--- src/rtl/bypass_scoreboard_pkg.sv ---
// Shared constants for the bypass/scoreboard block: stage indices,
// forward-select encoding and the long-latency counter width.
package bypass_scoreboard_pkg;

    localparam int STG_EXE  = 0;
    localparam int STG_MEM  = 1;
    localparam int STG_WB   = 2;

    // fwd_sel value meaning "take the operand from the register file"
    localparam int FWD_RF   = 0;

    // Wide enough for LO_LAT up to 255
    localparam int LO_CNT_W = 8;

endpackage

--- src/rtl/bypass_port_sel.sv ---
// One ID-stage read port: finds the youngest stage writing the requested
// register and reports whether that forward or the scoreboard forces a stall.
module bypass_port_sel
    import bypass_scoreboard_pkg::*;
#(
    parameter int NUM_STG      = 3,
    parameter int AW           = 5,
    parameter int LOAD_RDY_STG = 3,
    parameter int SELW         = 2
) (
    input  logic                  reader_valid_i,
    input  logic                  rd_en_i,
    input  logic [AW-1:0]         rd_addr_i,
    input  logic [NUM_STG-1:0]    stg_valid_i,
    input  logic [NUM_STG-1:0]    stg_wen_i,
    input  logic [NUM_STG*AW-1:0] stg_waddr_i,
    input  logic [NUM_STG-1:0]    stg_load_i,
    input  logic                  pend_v_i,
    input  logic [AW-1:0]         pend_addr_i,
    output logic [SELW-1:0]       sel_o,
    output logic                  load_stall_o,
    output logic                  pend_stall_o
);

    logic active;

    // r0 is hardwired zero, so it never participates in forwarding or stalls
    assign active = reader_valid_i & rd_en_i & (rd_addr_i != '0);

    // Walk oldest to youngest so the youngest (lowest index) hit wins
    always_comb begin
        sel_o        = SELW'(FWD_RF);
        load_stall_o = 1'b0;
        for (int s = NUM_STG - 1; s >= 0; s--) begin
            if (active && stg_valid_i[s] && stg_wen_i[s] &&
                (stg_waddr_i[s*AW +: AW] == rd_addr_i)) begin
                sel_o        = SELW'(s + 1);
                load_stall_o = stg_load_i[s] && (s < LOAD_RDY_STG);
            end
        end
    end

    assign pend_stall_o = active & pend_v_i & (pend_addr_i == rd_addr_i);

endmodule

--- src/rtl/bypass_scoreboard.sv ---
// Operand bypass selection plus a single-entry scoreboard for one
// outstanding long-latency op, with the combined ID-stage stall.
module bypass_scoreboard
    import bypass_scoreboard_pkg::*;
#(
    parameter int NUM_RD       = 2,
    parameter int NUM_STG      = 3,
    parameter int AW           = 5,
    parameter int LOAD_RDY_STG = 3,
    parameter int LO_LAT       = 8,
    parameter int SELW         = $clog2(NUM_STG + 1)
) (
    input  logic                   clk,
    input  logic                   rst,
    input  logic                   de_valid,
    input  logic                   is_j_or_b,
    input  logic [NUM_RD-1:0]      rd_en,
    input  logic [NUM_RD*AW-1:0]   rd_addr,
    input  logic [NUM_STG-1:0]     stg_valid,
    input  logic [NUM_STG-1:0]     stg_wen,
    input  logic [NUM_STG*AW-1:0]  stg_waddr,
    input  logic [NUM_STG-1:0]     stg_load,
    input  logic                   lo_issue,
    input  logic [AW-1:0]          lo_waddr,
    input  logic                   flush,
    output logic [NUM_RD*SELW-1:0] fwd_sel,
    output logic                   stall,
    output logic                   pc_write,
    output logic                   ir_write,
    output logic                   lo_busy,
    output logic                   lo_wb,
    output logic [AW-1:0]          lo_wb_addr,
    output logic [31:0]            stall_cnt
);

    logic [LO_CNT_W-1:0] cnt_q, cnt_d;
    logic                pend_v_q, pend_v_d;
    logic [AW-1:0]       pend_addr_q, pend_addr_d;
    logic [31:0]         stall_cnt_q, stall_cnt_d;

    logic                reader_valid;
    logic [NUM_RD-1:0]   load_stall;
    logic [NUM_RD-1:0]   pend_stall;
    logic                struct_stall;
    logic                accept;

    assign reader_valid = de_valid | is_j_or_b;

    for (genvar k = 0; k < NUM_RD; k++) begin : g_port
        bypass_port_sel #(
            .NUM_STG      (NUM_STG),
            .AW           (AW),
            .LOAD_RDY_STG (LOAD_RDY_STG),
            .SELW         (SELW)
        ) u_port_sel (
            .reader_valid_i (reader_valid),
            .rd_en_i        (rd_en[k]),
            .rd_addr_i      (rd_addr[k*AW +: AW]),
            .stg_valid_i    (stg_valid),
            .stg_wen_i      (stg_wen),
            .stg_waddr_i    (stg_waddr),
            .stg_load_i     (stg_load),
            .pend_v_i       (pend_v_q),
            .pend_addr_i    (pend_addr_q),
            .sel_o          (fwd_sel[k*SELW +: SELW]),
            .load_stall_o   (load_stall[k]),
            .pend_stall_o   (pend_stall[k])
        );
    end

    // A new long op may issue in the completion cycle (count == 1), not before
    assign struct_stall = lo_issue & de_valid & (cnt_q > LO_CNT_W'(1));

    assign stall    = rst & ~flush & ((|load_stall) | (|pend_stall) | struct_stall);
    assign pc_write = ~stall;
    assign ir_write = ~stall;

    assign accept     = rst & lo_issue & de_valid & ~stall & ~flush;
    assign lo_busy    = rst & (cnt_q != '0);
    assign lo_wb      = rst & ~flush & (cnt_q == LO_CNT_W'(1));
    assign lo_wb_addr = pend_addr_q;

    always_comb begin
        cnt_d       = cnt_q;
        pend_v_d    = pend_v_q;
        pend_addr_d = pend_addr_q;
        stall_cnt_d = stall_cnt_q;
        if (flush) begin
            cnt_d    = '0;
            pend_v_d = 1'b0;
        end else if (accept) begin
            cnt_d       = LO_CNT_W'(LO_LAT);
            pend_v_d    = (lo_waddr != '0);
            pend_addr_d = lo_waddr;
        end else if (cnt_q != '0) begin
            cnt_d = cnt_q - 1'b1;
            if (cnt_q == LO_CNT_W'(1)) begin
                pend_v_d = 1'b0;
            end
        end
        if (stall && de_valid && (stall_cnt_q != 32'hFFFF_FFFF)) begin
            stall_cnt_d = stall_cnt_q + 32'd1;
        end
    end

    always_ff @(posedge clk) begin
        if (!rst) begin
            cnt_q       <= '0;
            pend_v_q    <= 1'b0;
            pend_addr_q <= '0;
            stall_cnt_q <= '0;
        end else begin
            cnt_q       <= cnt_d;
            pend_v_q    <= pend_v_d;
            pend_addr_q <= pend_addr_d;
            stall_cnt_q <= stall_cnt_d;
        end
    end

    assign stall_cnt = stall_cnt_q;

endmodule
--- config.mk ---
export PLATFORM = sky130hd
export DESIGN_NAME = bypass_scoreboard
export DESIGN_NICKNAME = d
export VERILOG_FILES = /design/src/rtl/bypass_scoreboard_pkg.sv /design/src/rtl/bypass_port_sel.sv /design/src/rtl/bypass_scoreboard.sv
export SDC_FILE = /design/constraint.sdc
export NUM_CORES = 1
export LEC_CHECK = 0
export ABC_AREA = 1
export CORE_MARGIN = 3
export CORE_UTILIZATION = 50
export DETAILED_ROUTE_END_ITERATION = 6
export PLACE_DENSITY_LB_ADDON = 0.3
export SYNTH_ARGS = -nofsm -noshare
export SYNTH_HDL_FRONTEND = slang
export SYNTH_HIERARCHICAL = 1
export SYNTH_SLANG_ARGS = --single-unit
--- constraint.sdc ---
create_clock -name clk -period 3.25 [get_ports clk]
set_input_delay 0.65 -clock clk [delete_from_list [all_inputs] [get_ports clk]]
set_output_delay 0.65 -clock clk [all_outputs]
set_load 0.03 [all_outputs]
==> PnR_summary.wiki <==
{| class="wikitable"
! Metric !! Value
|-
| Run status || finished clean
|-
| Floorplan core area || 0.00698 mm²
|-
| Post-placement setup slack || -686 ps
|-
| Static Leak || ~0.0024 µW
|-
| Synth warnings || 6
|-
| Pin count of the biggest net entering global routing || 33
|-
| Post-Route M1 WL || ~5.4 mm
|-
| Top routing layer in use || met4
|-
| Largest cells by area after synthesis || sky130_fd_sc_hd__dfxtp_1, sky130_fd_sc_hd__nand2_1, sky130_fd_sc_hd__nor2_1, sky130_fd_sc_hd__xor2_1, sky130_fd_sc_hd__a21oi_1
|-
| Maximum root-to-sink buffer count || 2
|-
| Maximum clock rate || between 300 and 400 MHz
|-
| Die Span Y || around 92 µm
|-
| Post-Syn Instances || 632
|-
| Share of synthesized registers carrying an async set or reset || 0%
|-
| Number of clock sinks || 46
|-
| Total global routing track utilization || between 20% and 30%
|-
| Aggregate global routing overflow || 0
|-
| Net count after synthesis || 683
|-
| Antenna-violating nets left || 0
|-
| Endpoint type of the worst setup path || primary output
|-
| CP top delay family || simple AND/OR/NAND/NOR gates
|-
| Min Hold Slack || 469 ps
|-
| Critical path, cell by cell || clkdlybuf4s15_1, inv_1, nand2_1, nand4_1, nor2_2, nand3_4, nor2_2, nor2_1, nor4_2, buf_4, nand2_4, nand2_4, buf_6, buf_6
|-
| Area growth, synth to finish || 42.0%
|-
| Placer Congestion || 1.09
|-
| Fraction of synthesized cell area taken by the top area cell type || 25.0%
|-
| Cell at the slowest stage of the critical path || sky130_fd_sc_hd__nor4_2
|-
| Final worst path period need || 3200 ps
|-
| Clock transition time at the flip-flop clock pins of the worst setup and hold paths || 90 ps
|-
| Number of failing hold endpoints at the final stage || 0
|-
| Category of the worst setup path launch point || input port
|-
| Num ports || 93
|-
| Internal reg-to-reg setup slack || 1080 ps
|-
| Leading cell type by number of instances after synthesis || sky130_fd_sc_hd__nand2_1
|-
| Die width || 91.8 µm
|-
| Starting utilization of the core area || 52.7%
|-
| Number of library cell types mapped by synthesis || 31
|-
| Share of the clock period used by the worst path after layout || 98.6%
|-
| Wire length of the first global-routing pass || just over 20 mm
|-
| Met3 Routed Length || 1.01 mm
|-
| Type of the most critical hold path || reg2reg
|-
| Kind of critical path || in2out
|-
| Most frequent cells after synthesis || sky130_fd_sc_hd__nand2_1, sky130_fd_sc_hd__nor2_1, sky130_fd_sc_hd__inv_1, sky130_fd_sc_hd__dfxtp_1, sky130_fd_sc_hd__a21oi_1
|-
| CP max FO || 4
|-
| Post-DR vias/cell || 5.23
|-
| Endpoints failing setup || 0
|-
| Worst relative slew slack || around two thirds
|-
| Most frequently used flop master after synthesis || sky130_fd_sc_hd__dfxtp_1
|-
| Required @ worst endpoint || 2600 ps
|-
| Power density cells || around 360 mW/mm²
|-
| Post-synthesis cell area || about 0.0037 mm²
|-
| Router iterations before antenna repair || 5
|-
| Share of final-layout standard cells stronger than drive strength 1 || between 10% and 20%
|-
| Number of buffers added by the clock tree synthesis step || 5
|-
| Number of fill cells in the layout || 595
|-
| Worst supply voltage drop on vdd || 0.000525 V
|-
| Detailed-route wire length || 12.8 mm
|-
| Deepest level of the CTS H-tree || 2
|-
| Transition at the pin with the smallest max-transition slack || roughly 470 ps
|-
| Post-layout nets || 819
|-
| DRC errors left || 0
|-
| Max Cap Viol || 0
|-
| Layout Skew || 10.2 ps
|-
| DRC violation total after the first TritonRoute iteration || 223
|-
| Post-synthesis sequential area ratio || roughly 25%
|-
| Arrival time at the worst endpoint || between 2000 and 3000 ps
|-
| Crit path setup slack, layout || 45.4 ps
|-
| Post-Synthesis Mean Instance Area || roughly 5.8 µm²
|-
| Number of rows in the core area || 30
|-
| Delay of the slowest cell on the worst path || 310 ps
|-
| Cell taking the most area after synthesis || sky130_fd_sc_hd__dfxtp_1
|-
| Die footprint || 0.00843 mm²
|-
| Clock insertion delay at the later pin of the skew report || 300 ps
|-
| Root buffer cell || sky130_fd_sc_hd__clkbuf_8
|-
| Wirelength per Cell || 14.8 µm
|-
| Met2 WL post-DR || 6.10 mm
|-
| Post-detailed-placement half-perimeter wirelength || roughly 9.9 mm
|-
| Yosys reg bits || 46
|-
| Total power draw || 1870 µW
|-
| Antenna violations before repair || 0
|-
| Via count of the first global-routing pass || roughly 4200
|-
| Via count || 4524
|-
| Diodes inserted || 0
|-
| CTS tree || done
|-
| Buf/Inv on CP || 5
|-
| Count of input and output buffers || 92
|-
| Number of enable flip-flop cells after synthesis || 0
|-
| Final max-slew violation count || 0
|}
==> layout by cell type (no fill, tap or decap), types with 3 or more instances in the layout <==
| master | Yosys | layout |
|---|---|---|
| sky130_fd_sc_hd__nand2_1 | 230 | 224 |
| sky130_fd_sc_hd__nor2_1 | 84 | 78 |
| sky130_fd_sc_hd__inv_1 | 60 | 57 |
| sky130_fd_sc_hd__clkdlybuf4s50_1 | 0 | 54 |
| sky130_fd_sc_hd__buf_4 | 8 | 48 |
| sky130_fd_sc_hd__dfxtp_1 | 46 | 46 |
| sky130_fd_sc_hd__a21oi_1 | 45 | 43 |
| sky130_fd_sc_hd__xor2_1 | 26 | 26 |
| sky130_fd_sc_hd__nand3_1 | 20 | 19 |
| sky130_fd_sc_hd__inv_2 | 14 | 15 |
| sky130_fd_sc_hd__nor3_1 | 13 | 13 |
| sky130_fd_sc_hd__o21ai_0 | 14 | 13 |
| sky130_fd_sc_hd__dlygate4sd2_1 | 0 | 11 |
| sky130_fd_sc_hd__nand3b_1 | 10 | 10 |
| sky130_fd_sc_hd__nand4_1 | 10 | 10 |
| sky130_fd_sc_hd__nor2_2 | 4 | 9 |
| sky130_fd_sc_hd__dlymetal6s2s_1 | 0 | 9 |
| sky130_fd_sc_hd__nand2_2 | 6 | 8 |
| sky130_fd_sc_hd__xnor2_1 | 8 | 8 |
| sky130_fd_sc_hd__buf_6 | 3 | 8 |
| sky130_fd_sc_hd__clkdlybuf4s15_1 | 0 | 6 |
| sky130_fd_sc_hd__clkbuf_8 | 0 | 5 |
| sky130_fd_sc_hd__clkbuf_2 | 0 | 5 |
| sky130_fd_sc_hd__nand2_4 | 0 | 4 |
| sky130_fd_sc_hd__ha_1 | 4 | 4 |
| sky130_fd_sc_hd__nand3_2 | 3 | 3 |
| sky130_fd_sc_hd__o211ai_1 | 3 | 3 |
| sky130_fd_sc_hd__and3_1 | 4 | 3 |
==> final cells by class <==
cell class | instances | area [µm²] | share of cell area, %
multi-input combinational | 497 | 2460 | 47.1
timing repair buffer | 144 | 1330 | 25.5
sequential | 46 | 921 | 17.6
inverter | 74 | 283 | 5.41
tap | 96 | 120 | 2.30
clock buffer | 5 | 68.8 | 1.32
clock inverter | 3 | 40.0 | 0.766
==> sequential cells by signal, summed over array words and instances, names as in the netlist <==
| signal | count |
|---|---|
| stall_cnt | 32 |
| pend_v_q | 1 |
| cnt_q | 8 |
| lo_wb_addr | 5 |
==> path summary, 6_finish.rpt <==
| path | startpoint | endpoint | cells past startpoint |
|---|---|---|---|
| min reg2reg | cnt_q[2]$_SDFFE_PP0P_ | cnt_q[2]$_SDFFE_PP0P_ | 2 |
| min | cnt_q[2]$_SDFFE_PP0P_ | cnt_q[2]$_SDFFE_PP0P_ | 2 |
| max | stg_waddr[4] | ir_write | 14 |
| max reg2reg | lo_wb_addr[3]$_SDFFE_PN0P_ | stall_cnt[7]$_SDFFE_PN0P_ | 13 |
==> where the power goes <==
group / total, µW / leakage (µW) / switching [µW] / internal (µW)
logic: 789 / 0.00194 / 480 / 309
registers: 654 / 0.000371 / 39.1 / 615
clock network: 431 / 0.0000579 / 204 / 227
total: 1870 / 0.00237 / 723 / 1150
==> metrics by stage <==
| stage | cell area, µm² | TNS, ps | util (%) | instances |
|---|---|---|---|---|
| final | 5230 | 0 | 74.9 | 865 |
| after global routing | 5230 | -148 | 74.9 | 865 |
| after CTS | 5110 | 0 | 73.2 | 860 |
| after detailed placement | 4950 | -2650 | 70.8 | 848 |
| after global placement | 4950 | -3340 | 70.8 | 848 |
| after floorplan | 3680 | 0 | - | 632 |
==> per-layer routing <==
layer	vias to the layer above	track usage [%]
li1	2248	-
met4	0	7.80
met3	31	6.07
met5	-	0
met1	2045	36.4
met2	200	52.5
==> cells by family (layout without fill, tap and decap cells) <==
| group | Yosys count | count (layout) | share of synthesized area (%) |
|---|---|---|---|
| AND/OR/NAND/NOR | 392 | 392 | 45.3 |
| flip-flops | 46 | 46 | 25.0 |
| XOR/XNOR | 34 | 34 | 8.09 |
| buffers and inverters | 89 | 226 | 10.5 |
| AO/OA/AOI/OAI | 67 | 67 | 9.69 |
| adder cells (fa/ha/maj) | 4 | 4 | 1.36 |
==> tightest hold or removal path, delay by kind of cell, from the launching register on <==
| kind | cells | cell delay [ps] |
|---|---|---|
| simple gates | 1 | 60 |
| compound gates | 1 | 50 |
| flops | 1 | 320 |
==> timing repair <==
action,in CTS,in global routing
pin swaps,9,31
gates resized for setup,45,46
hold endpoints to repair,0,0
hold buffers,0,0
setup buffers,4,5
setup endpoints to repair,3,3
(Power assumes the default switching activity.)
